===== src/rtl/booth_pkg.sv =====
// Shared constants and types for the Booth multiplier accumulator slice.
// The tag struct carries the per-beat sideband alongside the multiplier.
package booth_pkg;

  localparam int BOOTH_WIDTH   = 8;
  localparam int BOOTH_LATENCY = 6;

  typedef enum logic [1:0] {
    SIGN_UU = 2'b00,
    SIGN_US = 2'b01,
    SIGN_SU = 2'b10,
    SIGN_SS = 2'b11
  } sign_mode_e;

  typedef struct packed {
    logic       valid;
    logic [1:0] sign;
    logic       last;
  } tag_t;

  localparam int TAG_W = $bits(tag_t);

  function automatic logic [15:0] satInc16(input logic [15:0] v);
    return (v == 16'hFFFF) ? v : v + 16'd1;
  endfunction

endpackage


===== src/rtl/booth_tag_pipe.sv =====
// Sideband shift register matched to the multiplier latency, plus a running
// count of group-closing beats currently inside the pipe.
module booth_tag_pipe
  import booth_pkg::*;
#(
  parameter int LATENCY = BOOTH_LATENCY,
  parameter int CNT_W   = $clog2(LATENCY + 1)
) (
  input  logic             i_clk,
  input  logic             i_rst_n,
  input  tag_t             i_tag,
  output tag_t             o_tag,
  output logic [CNT_W-1:0] o_lastsInFlight
);

  tag_t             r_pipe [LATENCY];
  logic [CNT_W-1:0] r_lastsInFlight;
  logic             w_inc;
  logic             w_dec;

  always_ff @(posedge i_clk) begin
    if (!i_rst_n) begin
      for (int i = 0; i < LATENCY; i++) r_pipe[i] <= '0;
    end else begin
      r_pipe[0] <= i_tag;
      for (int i = 1; i < LATENCY; i++) r_pipe[i] <= r_pipe[i-1];
    end
  end

  assign o_tag = r_pipe[LATENCY-1];
  assign w_inc = i_tag.valid & i_tag.last;
  assign w_dec = o_tag.valid & o_tag.last;

  // Entry and exit of a last beat on the same edge leave the count unchanged.
  always_ff @(posedge i_clk) begin
    if (!i_rst_n) begin
      r_lastsInFlight <= '0;
    end else if (w_inc && !w_dec) begin
      r_lastsInFlight <= r_lastsInFlight + CNT_W'(1);
    end else if (!w_inc && w_dec) begin
      r_lastsInFlight <= r_lastsInFlight - CNT_W'(1);
    end
  end

  assign o_lastsInFlight = r_lastsInFlight;

endmodule


===== src/rtl/booth_mac_accum8.sv =====
// Accumulates multiplier products per operand group and queues one result per
// group; issue_ready grants credit so results in flight always fit the FIFO.
module booth_mac_accum8
  import booth_pkg::*;
#(
  parameter int WIDTH      = BOOTH_WIDTH,
  parameter int LATENCY    = BOOTH_LATENCY,
  parameter int ACC_W      = 32,
  parameter int FIFO_DEPTH = 2
) (
  input  logic                 i_clk,
  input  logic                 i_rst_n,
  input  logic                 i_issue_valid,
  input  logic [1:0]           i_issue_sign,
  input  logic                 i_issue_last,
  output logic                 o_issue_ready,
  input  logic                 i_prod_valid,
  input  logic [2*WIDTH-1:0]   i_prod_data,
  output logic                 o_res_valid,
  output logic [ACC_W-1:0]     o_res_data,
  output logic [15:0]          o_res_count,
  input  logic                 i_res_ready,
  output logic                 o_err_align,
  output logic                 o_err_overflow
);

  localparam int AW = $clog2(FIFO_DEPTH);
  localparam int LW = $clog2(LATENCY + 1);
  localparam int CW = ((LW > AW + 1) ? LW : AW + 1) + 1;

  tag_t            w_issueTag;
  tag_t            w_outTag;
  logic [LW-1:0]   w_lastsInFlight;
  logic            w_accept;
  logic            w_misalign;
  logic [ACC_W-1:0] w_ext;
  logic [ACC_W-1:0] w_sum;
  logic [15:0]     w_beats;

  logic [ACC_W-1:0] r_acc;
  logic [15:0]      r_count;
  logic             r_first;
  logic             r_errAlign;
  logic             r_errOverflow;

  logic [ACC_W-1:0] r_fifoSum [FIFO_DEPTH];
  logic [15:0]      r_fifoCnt [FIFO_DEPTH];
  logic [AW:0]      r_wrPtr;
  logic [AW:0]      r_rdPtr;
  logic [AW:0]      w_fifoCount;
  logic             w_empty;
  logic             w_full;
  logic             w_pop;
  logic             w_pushReq;
  logic             w_push;
  logic             w_overflow;
  logic [CW-1:0]    w_credit;

  assign w_issueTag = '{valid: i_issue_valid, sign: i_issue_sign, last: i_issue_last};

  booth_tag_pipe #(
    .LATENCY (LATENCY),
    .CNT_W   (LW)
  ) u_tagPipe (
    .i_clk           (i_clk),
    .i_rst_n         (i_rst_n),
    .i_tag           (w_issueTag),
    .o_tag           (w_outTag),
    .o_lastsInFlight (w_lastsInFlight)
  );

  assign w_accept   = w_outTag.valid & i_prod_valid;
  assign w_misalign = w_outTag.valid ^ i_prod_valid;

  always_comb begin
    w_ext = ACC_W'(i_prod_data);
    if (w_outTag.sign != SIGN_UU) w_ext = ACC_W'($signed(i_prod_data));
  end

  assign w_sum   = (r_first ? '0 : r_acc) + w_ext;
  assign w_beats = r_first ? 16'd1 : satInc16(r_count);

  // A last beat restarts the group even when its result is dropped.
  always_ff @(posedge i_clk) begin
    if (!i_rst_n) begin
      r_acc   <= '0;
      r_count <= '0;
      r_first <= 1'b1;
    end else if (w_accept) begin
      if (w_outTag.last) begin
        r_first <= 1'b1;
      end else begin
        r_acc   <= w_sum;
        r_count <= w_beats;
        r_first <= 1'b0;
      end
    end
  end

  assign w_fifoCount = r_wrPtr - r_rdPtr;
  assign w_empty     = (w_fifoCount == '0);
  assign w_full      = (w_fifoCount == (AW+1)'(FIFO_DEPTH));
  assign w_pop       = ~w_empty & i_res_ready;
  assign w_pushReq   = w_accept & w_outTag.last;
  assign w_push      = w_pushReq & (~w_full | w_pop);
  assign w_overflow  = w_pushReq & w_full & ~w_pop;

  always_ff @(posedge i_clk) begin
    if (w_push) begin
      r_fifoSum[r_wrPtr[AW-1:0]] <= w_sum;
      r_fifoCnt[r_wrPtr[AW-1:0]] <= w_beats;
    end
  end

  always_ff @(posedge i_clk) begin
    if (!i_rst_n) begin
      r_wrPtr <= '0;
      r_rdPtr <= '0;
    end else begin
      if (w_push) r_wrPtr <= r_wrPtr + (AW+1)'(1);
      if (w_pop)  r_rdPtr <= r_rdPtr + (AW+1)'(1);
    end
  end

  always_ff @(posedge i_clk) begin
    if (!i_rst_n) begin
      r_errAlign    <= 1'b0;
      r_errOverflow <= 1'b0;
    end else begin
      if (w_misalign) r_errAlign    <= 1'b1;
      if (w_overflow) r_errOverflow <= 1'b1;
    end
  end

  assign w_credit      = CW'(w_lastsInFlight) + CW'(w_fifoCount);
  assign o_issue_ready = (w_credit < CW'(FIFO_DEPTH));

  assign o_res_valid    = ~w_empty;
  assign o_res_data     = w_empty ? '0 : r_fifoSum[r_rdPtr[AW-1:0]];
  assign o_res_count    = w_empty ? '0 : r_fifoCnt[r_rdPtr[AW-1:0]];
  assign o_err_align    = r_errAlign;
  assign o_err_overflow = r_errOverflow;

endmodule


===== config.mk =====
export PLATFORM = sky130hd
export DESIGN_NAME = booth_mac_accum8
export DESIGN_NICKNAME = d
export VERILOG_FILES = /design/src/rtl/booth_pkg.sv /design/src/rtl/booth_tag_pipe.sv /design/src/rtl/booth_mac_accum8.sv
export SDC_FILE = /design/constraint.sdc
export NUM_CORES = 1
export LEC_CHECK = 0
export ABC_AREA = 1
export BUFFER_PORTS_ARGS = -buffer_cell sky130_fd_sc_hd__buf_2
export CORE_ASPECT_RATIO = 1.4
export CORE_UTILIZATION = 60
export CTS_CLUSTER_DIAMETER = 50
export CTS_CLUSTER_SIZE = 25
export DETAILED_ROUTE_END_ITERATION = 7
export GPL_ROUTABILITY_DRIVEN = 0
export PLACE_DENSITY = 0.87
export SKIP_CTS_REPAIR_TIMING = 1
export SLEW_MARGIN = 20
export SYNTH_ARGS = -nofsm -noshare
export SYNTH_HDL_FRONTEND = slang
export SYNTH_SLANG_ARGS = --single-unit

===== constraint.sdc =====
create_clock -name i_clk -period 4 [get_ports i_clk]
set_input_delay 0.8 -clock i_clk [delete_from_list [all_inputs] [get_ports i_clk]]
set_output_delay 0.8 -clock i_clk [all_outputs]
set_load 0.005 [all_outputs]

==> results.cfg <==
[yosys]
synth_top_area_share_pct = 30.4
netlist_top_cells_count = 289 x nand2_1, 186 x inv_1, 122 x a21oi_1, 96 x edfxtp_1, 90 x nor2_1
synth_nets = 1241
ys_types = 47
syn_area_per_cell_um2 = 8.01
yosysTopAreaCell = edfxtp_1
ys_seq_elements = 179
yosys_warnings = 0
synth-edff-count = 96
synth-seq-area-share_pct = 47.9
yosysMostFrequentCell = nand2_1
synthesis.area_mm2 = 0.00948
ys_top_cells_by_area = edfxtp_1 30%, dfxtp_1 18%, nand2_1 11%
synth_flop_cell = edfxtp_1
synthArstFlopShare_pct = 0
syn-instance-count = 1183

[global_route]
grt_pass1_wl_um = 33800
grt_max_degree = 50
antenna_found_initial = 0
grt_pass1_vias = 7634
grt-ovfl-total = 0
track_usage_pct = 26.8

[detailed_routing]
wl_met3_um = 1070
topRoutingLayerUsed = met4
drt_iter0_drc = 432
drtPass1Iterations = 5
routed_wl_um = 21000
wl_per_cell_um = 14.4
wl_met2_um = 11000
drc = 0
wl_met1_um = 7960
num_vias = 7876
viasPerCell = 5.41
drtAntennaViolNets = 0

[setup_path]
critPathArrivalTime_ns = 2.55
slowest_stage = nor2_4
cp_max_fo = 26
critPathCaptureType = output pin
cp_cell_sequence = inv_1, ha_1, xor2_1, inv_1, nor2_4, buf_12, a21oi_1, buf_2
crit_family = buffers and inverters
path_buf_inv = 4
worstSetupPathType = reg2out
cp_common_cell = inv_1
worstPathRequired_ns = 3.20
slowest_delay_ns = 0.54
start_kind = flip-flop

[die]
ioPinCount = 76
dieArea_mm2 = 0.0163
rows = 54
dieWidth_um = 108
die_y_um = 151
coreArea_mm2 = 0.0155
start_util_pct = 61.0

[cts]
clock_latency_ns = 0.44
cts.sinks = 179
path_clk_slew_ns = 0.07
cts_buffer_depth = 2
h-tree-depth = 4
cts_buffers = 17
clockRootBuffer = clkbuf_16
cts_tree = built

[timing]
maxSlewViolCount = 0
finalCritPeriodShare_pct = 83.8
slew_headroom_pct = 42.4
worst_slew_pin_slew_ns = 0.862
post-route-min-period_ns = 3.35
setup_tns_ns = 0
setup_viol = 0
max_freq_mhz = 298
finClkSkew_ns = 0.0126
hold_violations = 0
rsz0062_at_grt = no

[power]
peakVddDrop_uv = 265
seq_power_share_pct = 48.9
p_int_mw = 3.02
pwr-share-comb_pct = 8.8
power_switching_uw = 965
swShare_pct = 24.2
leakagePower_nw = 5.10
power_frac_clock_pct = 42.3
powerDensity_mw_per_mm2 = 373

[final_layout]
instances_no_fill = 1455
fillers = 1216
layout-drive-gt1-share_pct = 14.2
syn_to_final_growth_pct = 12.5
antenna-diode-count = 0
nNetsFinal = 1304

[placement]
dp_hpwl_um = 14400
portBuffers = 75
placedCellCount = 1423

[min_path]
holdCritPathClass = reg2reg

[flow_run]
maxCapViolations = 0

[outcome]
status = complete, no violations
-- worst register-to-register path: stages (launching register included) --
cell	delay, ns
dfxtp_1	0.34
o21ai_4	0.31
inv_1	0.32
ha_1	0.59
nand2_1	0.13
o21ai_1	0.22
inv_1	0.10
nand2_1	0.11
nand3_1	0.13
nand3_1	0.11
nand2_1	0.10
-- routing by layer --
metal / global-route usage [%] / vias up
li1: - / 3928
met5: 0 / -
met1: 28.4 / 3645
met4: 16.0 / 0
met3: 4.59 / 70
met2: 49.0 / 233
-- path summary, 6_finish.rpt --
| kind | startpoint | to | slack [ns] | cells past startpoint |
|---|---|---|---|---|
| worst max-delay path | r_wrPtr[0] | o_res_data[31] | 0.65 | 8 |
| worst min-delay path | u_tagPipe.r_pipe[2][2] | u_tagPipe.r_pipe[3][2] | 0.41 | 2 |
| worst max register to register | u_tagPipe.r_pipe[5][2] | r_fifoSum[1][28] | 1.30 | 10 |
| worst min register to register | u_tagPipe.r_pipe[2][2] | u_tagPipe.r_pipe[3][2] | 0.41 | 2 |
-- registers in the layout (all words and copies together), names as in the netlist, 2 cells and up, named ones only --
register / cells
r_fifoSum: 64
r_acc: 32
r_fifoCnt: 32
u_tagPipe.r_pipe: 24
r_count: 16
u_tagPipe.o_lastsInFlight: 3
r_rdPtr: 2
r_wrPtr: 2
-- power by group through the flow --
stage          registers (mW)  logic [mW]  clock network (mW)
6_report                 1.95       0.352                1.68
5_1_grt                  1.95       0.391                1.77
4_1_cts                  1.95       0.355                1.70
3_5_place_dp             1.99       0.353                   0
3_3_place_gp             1.99       0.343                   0
2_1_floorplan            1.98       0.214                   0
-- stage by stage --
step           setup WS (ns)  area [um2]  utilization [%]  power (mW)  hold WS (ns)
5_1_grt                0.489       10700             68.6        4.11         0.434
3_3_place_gp           0.813       10100             64.7        2.33         0.392
2_1_floorplan          0.368        9480                -        2.20         0.390
6_report               0.648       10700             68.6        3.98         0.411
3_5_place_dp           0.754       10100             64.7        2.34         0.396
4_1_cts                0.596       10700             68.6        4.00         0.412
-- kinds of logic (layout without fill, tap and decap cells) --
logic type	after synthesis	after routing	synth area share, %
AND/OR/NAND/NOR	496	496	22.8
AO/OA/AOI/OAI	211	211	12.0
XOR/XNOR	29	29	2.92
adder cells (fa/ha/maj)	34	34	4.73
flip-flops	179	179	47.9
buffers and inverters	234	310	9.60
-- cell usage in the layout, fill, tap and decap left out, types with 9 or more instances in the layout --
| cell type | synthesis | final |
|---|---|---|
| a21oi_1 | 122 | 122 |
| buf_2 | 5 | 75 |
| clkbuf_16 | 0 | 18 |
| dfxtp_1 | 83 | 82 |
| edfxtp_1 | 96 | 96 |
| ha_1 | 31 | 31 |
| inv_1 | 186 | 184 |
| nand2_1 | 289 | 289 |
| nand2_2 | 16 | 16 |
| nand3_1 | 52 | 52 |
| nor2_1 | 90 | 88 |
| o21ai_0 | 55 | 55 |
| o21ai_1 | 9 | 9 |
| xor2_1 | 18 | 18 |
-- final cells by class --
cell class / count / area [um2] / area share (%)
clock inverters: 10 / 106 / 0.998
clock buffers: 22 / 497 / 4.66
well taps: 196 / 245 / 2.30
flip-flops and latches: 179 / 4550 / 42.6
repair buffers: 85 / 500 / 4.69
multi-input cells: 770 / 4040 / 37.9
inverters: 193 / 727 / 6.82
(Power assumes the default switching activity.)
